<file path="src/rtl/timer_multi.sv">
// NCH independent up-counting timers sharing one tick: periodic/one-shot, sticky IRQ, threshold compare.
// Optional shared tick prescaler and presc port are enabled by defining TIMER_PRESCALER_EN.
module timer_multi #(
   parameter int NCH     = 4,
   parameter int WIDTH   = 32,
   parameter int PRESC_W = 16
) (
   input  logic                 clk,
   input  logic                 rst,
   input  logic [NCH-1:0]       enable,
   input  logic [NCH-1:0]       mode,
   input  logic [NCH-1:0]       borra_irq,
   input  logic [NCH-1:0]       irq_mask,
   input  logic [NCH*WIDTH-1:0] fin_cuenta,
   input  logic [NCH*WIDTH-1:0] threshold,
`ifdef TIMER_PRESCALER_EN
   input  logic [PRESC_W-1:0]   presc,
`endif
   output logic [NCH*WIDTH-1:0] count,
   output logic [NCH-1:0]       irq,
   output logic                 irq_any,
   output logic [NCH-1:0]       out_th,
   output logic [NCH-1:0]       done
);

   logic tick;

`ifdef TIMER_PRESCALER_EN
   logic [PRESC_W-1:0] presc_cnt_reg;
   logic [PRESC_W-1:0] presc_cnt_next;

   // Free-running divider; it reloads on the cycle it matches presc.
   assign tick = (presc_cnt_reg == presc);

   always_comb begin
      presc_cnt_next = presc_cnt_reg + PRESC_W'(1);
      if (tick) begin
         presc_cnt_next = '0;
      end
   end

   always_ff @(posedge clk or posedge rst) begin
      if (rst) begin
         presc_cnt_reg <= '0;
      end else begin
         presc_cnt_reg <= presc_cnt_next;
      end
   end
`else
   // Without the prescaler every clock is a tick.
   assign tick = (PRESC_W > 0);
`endif

   assign irq_any = |(irq & irq_mask);

   genvar gi;
   generate
      for (gi = 0; gi < NCH; gi++) begin : g_ch
         logic [WIDTH-1:0] cnt_reg;
         logic [WIDTH-1:0] cnt_next;
         logic             irq_reg;
         logic             irq_next;
         logic             done_reg;
         logic             done_next;
         logic             en_prev_reg;
         logic             counting;
         logic             terminal;
         logic             rearm;
         logic [WIDTH-1:0] fin_i;
         logic [WIDTH-1:0] th_i;

         assign fin_i    = fin_cuenta[gi*WIDTH +: WIDTH];
         assign th_i     = threshold[gi*WIDTH +: WIDTH];
         assign counting = enable[gi] & ~done_reg & tick;
         // >= keeps the count bounded when fin_cuenta drops below it mid-run.
         assign terminal = counting & (cnt_reg >= fin_i);
         assign rearm    = enable[gi] & ~en_prev_reg;

         always_comb begin
            cnt_next  = cnt_reg;
            irq_next  = irq_reg;
            done_next = done_reg;
            if (terminal) begin
               cnt_next = '0;
            end else if (counting) begin
               cnt_next = cnt_reg + WIDTH'(1);
            end
            // Terminal set takes priority over a simultaneous clear.
            if (terminal) begin
               irq_next = 1'b1;
            end else if (borra_irq[gi]) begin
               irq_next = 1'b0;
            end
            if (terminal && mode[gi]) begin
               done_next = 1'b1;
            end else if (rearm) begin
               done_next = 1'b0;
            end
         end

         always_ff @(posedge clk or posedge rst) begin
            if (rst) begin
               cnt_reg     <= '0;
               irq_reg     <= 1'b0;
               done_reg    <= 1'b0;
               en_prev_reg <= 1'b0;
            end else begin
               cnt_reg     <= cnt_next;
               irq_reg     <= irq_next;
               done_reg    <= done_next;
               en_prev_reg <= enable[gi];
            end
         end

         assign count[gi*WIDTH +: WIDTH] = cnt_reg;
         assign irq[gi]                  = irq_reg;
         assign done[gi]                 = done_reg;
         assign out_th[gi]               = (cnt_reg > th_i);
      end
   endgenerate

endmodule

</file>
<file path="config.mk">
export PLATFORM = sky130hd
export DESIGN_NAME = timer_multi
export DESIGN_NICKNAME = d
export VERILOG_FILES = /design/src/rtl/timer_multi.sv
export SDC_FILE = /design/constraint.sdc
export NUM_CORES = 1
export LEC_CHECK = 0
export ABC_AREA = 1
export CAP_MARGIN = 20
export CORE_AREA = 2 2 172 174
export CTS_CLUSTER_SIZE = 28
export DETAILED_ROUTE_END_ITERATION = 6
export DIE_AREA = 0 0 174 176
export PLACE_DENSITY = 0.95
export SETUP_SLACK_MARGIN = 0.15
export SLEW_MARGIN = 25
export SYNTH_ARGS = -nofsm -noshare
export SYNTH_HDL_FRONTEND = slang
export SYNTH_SLANG_ARGS = --single-unit
</file>
<file path="constraint.sdc">
create_clock -name clk -period 7.1 [get_ports clk]
set_clock_uncertainty 0.2 [all_clocks]
set_input_delay 1.065 -clock clk [delete_from_list [all_inputs] [get_ports clk]]
set_output_delay 1.065 -clock clk [all_outputs]
set_load 0.05 [all_outputs]
</file>
Word level (Yosys, flattened, before mapping)
Cells that the tools add are included.

Register bits after elaboration: 140. Input port bits: 274. Logic and storage cells: 90.

Add/sub/neg operators: 4. $lt $le $gt $ge: 8. Mux-type cells: 24. Bitwise logic cells: 21. Reductions and logical operators: 17.

Operator list (count): 2-to-1 mux 32 bit (8); adder 32 x 1 -> 32 bit, second input constant (4); >= comparator 32 bit (4); greater-than comparator 32 bit (4); nonzero test 2 bit (12); 2-to-1 mux 1 bit (16); AND 1 bit (12); inverter 1 bit (8); AND 4 bit (1); logical AND 1 bit (4); OR reduction 4 bit (1).

Depth between registers and ports, before layout
Word-level depth: 5. Mapped depth: 16.

Least setup slack after synthesis
Ideal clock, no wire load.

Kind: input -> output. Start: in threshold[63]. End: out out_th[1]. Data arrival time: 2980 ps. Setup slack: 2855 ps. Stages on the path: 8. Path buffers: 0. Path through: inv_1 > ha_1 > nand2_1 > nor2_1 > nand2_1 > nor3_1 > nand2_1 > a21boi_0.

Cells in the longest elaborated chain, start to end: 1.

RTL lines: start: declaration (RTL line 15) `input logic [NCH*WIDTH-1:0] threshold,`; greater-than comparator 32 bit (RTL line 118) `assign out_th[gi] = (cnt_reg > th_i);`; end: declaration (RTL line 22) `output logic [NCH-1:0] out_th,`.

Every way passes these cells.

Final worst setup path
Start: in threshold[31]. End: out out_th[0].

Same word-level chain as after synthesis.

==> results summary <==
The number of nets produced by synthesis is 2,789. The data arrival time at the worst-slack endpoint is 4.15 ns. The largest area contributor in the netlist is dfrtp_1. The transition time of the tightest slew-check pin is 0.9723 ns. The sequential group share of total power came out at 0.313.

The vias per cell came out at 5.455. The count of warnings emitted by yosys is 0. The clock transition at the registers of the reported paths came out at 0.06 ns.

Max-cap violations in this run came to 0. The top achievable clock speed is 0.1845 GHz. The clock latency on the worst-skew pair is 0.42 ns.

Synthesis inferred 140 register bits. The sequential-to-total area share from yosys stat is 0.2287. The kind of cell with the highest combined delay along the critical path is buffers and inverters.

Entering global routing, the biggest net connects 77 pins. The setup path with the least slack is of type primary input to output port. The final core utilization came out at 0.7149.

Buffers placed on the I/O ports in this run total 414. The mean instance size in the synthesized netlist came out at 6.794 um2. The via count of the first global-routing pass is 16,840. Among all cell types in the netlist, the one instantiated most often is nand2_1. The number of sinks on the clock net is 140.

The number of nets in the layout is 3,191. The overflow left after global routing came out at 0. The share of the cycle needed by the critical path after routing is 0.7632.

The run finished with clean final reports. Of the total power, the clock network draws 0.254. The number of distinct library cell variants in the gate-level netlist after synthesis came out at 44. In this run the core area contains 62 standard-cell rows. The number of antenna violations at the first check in global routing is 6.

The die span in x is 174 um. The number of DRC violations after detailed-routing iteration 0 is 1,119. The cell with the largest stage delay on the worst path is clkdlybuf4s50_1. The portion of synthesized cell area occupied by the leading cell type came out at 0.2287. After synthesis, the cell types taking the most area are dfrtp_1 (23%), ha_1 (21%), nand2_1 (14%), inv_1 (10%), a21oi_1 (6.3%).

In this run the remaining antenna-violating nets after routing total 0. The area of the core came out at 28,550 um2. The number of enable-type register cells in the synthesized netlist is 0. Routability-driven placement finished with a final weighted congestion of 0.9697.

The CTS H-tree depth came out at 4. The maximum vdd drop came out at 172.9 uV. The area added between synthesis and finish came out at 33.22%. The critical path contains buffers and inverters numbering 3 combined. Internal power comes to 2138 uW. The minimum period implied by the final worst setup slack is 5.419 ns.

The vertical die dimension came out at 176 um. The switching power of the nets came out at 1589 uW. The placed instance area came out at 19,780 um2. The hold violation total from the final report came out at 0. The register with the most flip-flops in the layout has 128 of them.

The total leakage power came out at 0.01060 uW. The tightest min-delay check is of the flip-flop to flip-flop type. The most common flop cell mapped by yosys is dfrtp_1. The total of endpoints with negative setup slack in the final report is 0.

The final max-slew violation count is 0. Of the total power, combinational logic draws 0.433. The total area of multi-input combinational cells came out at 10,010 um2. The post-route DRC violation count is 0. After legalization and detailed placement, the total HPWL measured 39.22 mm. The filler cells instantiated in the layout total 2,242.

The synthesized netlist occupies a cell area of 15,320 um2. The sum of negative setup slack is 0 ns. The sequential cell area is 3503 um2. For this configuration, the core starts out at a cell density of 0.5366. After detailed routing, the average wire length per cell comes to 15.99 um.

The number of optimization iterations in the first detailed-route pass came out at 6. The cell count after synthesis came out at 2,255. In this run the clock root is driven by a clkbuf_16.

The I/O pin count is 415. By instance count, the cell type seen most on the critical path is nand2_1. The biggest cell delay along the critical path came out at 0.84 ns. The clock passes through at most 2 buffers. The clock tree from TritonCTS is done. Of all nets on the critical path, the largest fanout is 2. The layout cell share with drive strength beyond 1 is 0.04610. The worst max-slew margin expressed relative to the limit is 0.3458.

The die covers 30,620 um2. Across every metal layer, demand over resource in global routing totals 0.3135. The final wirelength is 48.90 mm. The required time of the critical path came out at 5.83 ns.

The critical path goes through clkdlybuf4s50_1 -> inv_1 -> ha_1 -> nand2_1 -> nor2_1 -> nand2_1 -> nor4_1 -> nand2_1 -> a21oi_1 -> clkdlybuf4s50_1. In the synthesized netlist the async set-or-reset flop fraction comes to 1.000. STA classifies the critical path startpoint as a primary input. The number of buffers inserted during clock tree synthesis is 17.

The total of cells resized after clock tree synthesis came out at 0. Setup repair after global routing left no endpoint under its margin. The ratio of total power to cell area is 182.6 nW/um2.

Hold repair after CTS inserted 0 buffers. The wire length of the first global-routing pass came out at 78.84 mm. The net switching fraction of the power came out at 0.4264. Summing all non-filler instances in the final layout gives an area of 20,410 um2. Sorting the synthesized cells by how often they occur yields nand2_1 (570), inv_1 (407), ha_1 (260). The routed layout has 16,680 vias. The worst setup path is captured at an output port. Once the clock tree was built, the setup fixing pass inserted 0 buffers.
## cell type report
| class | instances | area share |
|---|---|---|
| diodes | 6 | 0.0007357 |
| inverters | 424 | 0.07823 |
| multi-input cells | 1654 | 0.4904 |
| repair buffers | 420 | 0.2054 |
| clock inverters | 11 | 0.008277 |
| clock buffers | 19 | 0.02170 |
| well taps | 384 | 0.02354 |
| flip-flops and latches | 140 | 0.1717 |
## per-layer routing
metal | vias to the layer above | wire length, um | global-route usage
met2 | 767 | 24140 | 0.5641
met5 | - | 0 | 0
met1 | 7683 | 18920 | 0.3478
met3 | 184 | 3330 | 0.05599
li1 | 8047 | - | -
met4 | 0 | 2503 | 0.1838
## metrics by stage
stage,hold slack (ns),worst slack (ns),cells,total power [uW]
after floorplan,0.2523,2.082,2255,2127
after global placement,0.2641,1.856,3022,2689
final,0.2759,1.681,3058,3727
after global routing,0.3008,1.618,3058,3945
after detailed placement,0.2691,1.814,3022,2775
after CTS,0.2780,1.800,3052,3728
## placed cells by master (no fill, tap or decap), types with 5 or more instances in the layout
| cell | instances |
|---|---|
| diode_2 | 6 |
| a21o_1 | 13 |
| o21ai_1 | 10 |
| xnor2_1 | 24 |
| clkbuf_16 | 17 |
| dfrtp_1 | 140 |
| nand2_1 | 569 |
| nand2_2 | 9 |
| inv_2 | 16 |
| clkdlybuf4s50_1 | 414 |
| nand4_1 | 72 |
| xor2_1 | 51 |
| o21ai_0 | 32 |
| o21a_1 | 10 |
| nor2_1 | 227 |
| nor2_4 | 6 |
| inv_1 | 406 |
| nor3_1 | 23 |
| nand3_1 | 77 |
| a21oi_1 | 194 |
| nor2_2 | 20 |
| ha_1 | 260 |
| buf_4 | 5 |
| a21oi_2 | 18 |
| o21bai_1 | 8 |
## final timing paths
check	start	endpoint	slack (ns)	cells after the start
setup / recovery	threshold[31]	out_th[0]	1.68	10
min in group asynchronous	rst	g_ch[3].done_reg$_DFFE_PP0P_	0.90	2
hold / removal	g_ch[1].en_prev_reg$_DFF_PP0_	g_ch[1].done_reg$_DFFE_PP0P_	0.28	2
setup reg to reg	g_ch[1].cnt_reg[23]$_DFFE_PP0P_	g_ch[1].cnt_reg[18]$_DFFE_PP0P_	4.30	9
max in group asynchronous	rst	g_ch[2].cnt_reg[16]$_DFFE_PP0P_	4.67	3
hold reg to reg	g_ch[1].en_prev_reg$_DFF_PP0_	g_ch[1].done_reg$_DFFE_PP0P_	0.28	2
## power by group through the flow
stage / Combinational [uW] / Sequential [uW] / Clock, uW
3_3_place_gp: 1520 / 1170 / 0
4_1_cts: 1610 / 1160 / 956
3_5_place_dp: 1600 / 1170 / 0
2_1_floorplan: 692 / 1440 / 0
6_report: 1610 / 1170 / 948
5_1_grt: 1780 / 1180 / 987
## logic make-up after synthesis
| group | Yosys count | synth area share |
|---|---|---|
| and+or+nand+nor | 1027 | 0.2901 |
| buffers and inverters | 461 | 0.1183 |
| AOI/OAI and AO/OA | 292 | 0.1076 |
| adders and majority gates | 260 | 0.2123 |
| DFF | 140 | 0.2287 |
| xor gates and xnor gates | 75 | 0.04288 |
## worst reg2reg max path: cells and delay by family, from the launching register on
| kind | cells | cell delay (ns) |
|---|---|---|
| AO/OA/AOI/OAI | 1 | 0.16 |
| adder cells (fa/ha/maj) | 1 | 0.39 |
| buffers and inverters | 1 | 0.38 |
| flip-flops | 1 | 0.54 |
| AND/OR/NAND/NOR | 6 | 0.99 |
No activity file was read; power rests on OpenSTA's default activity.
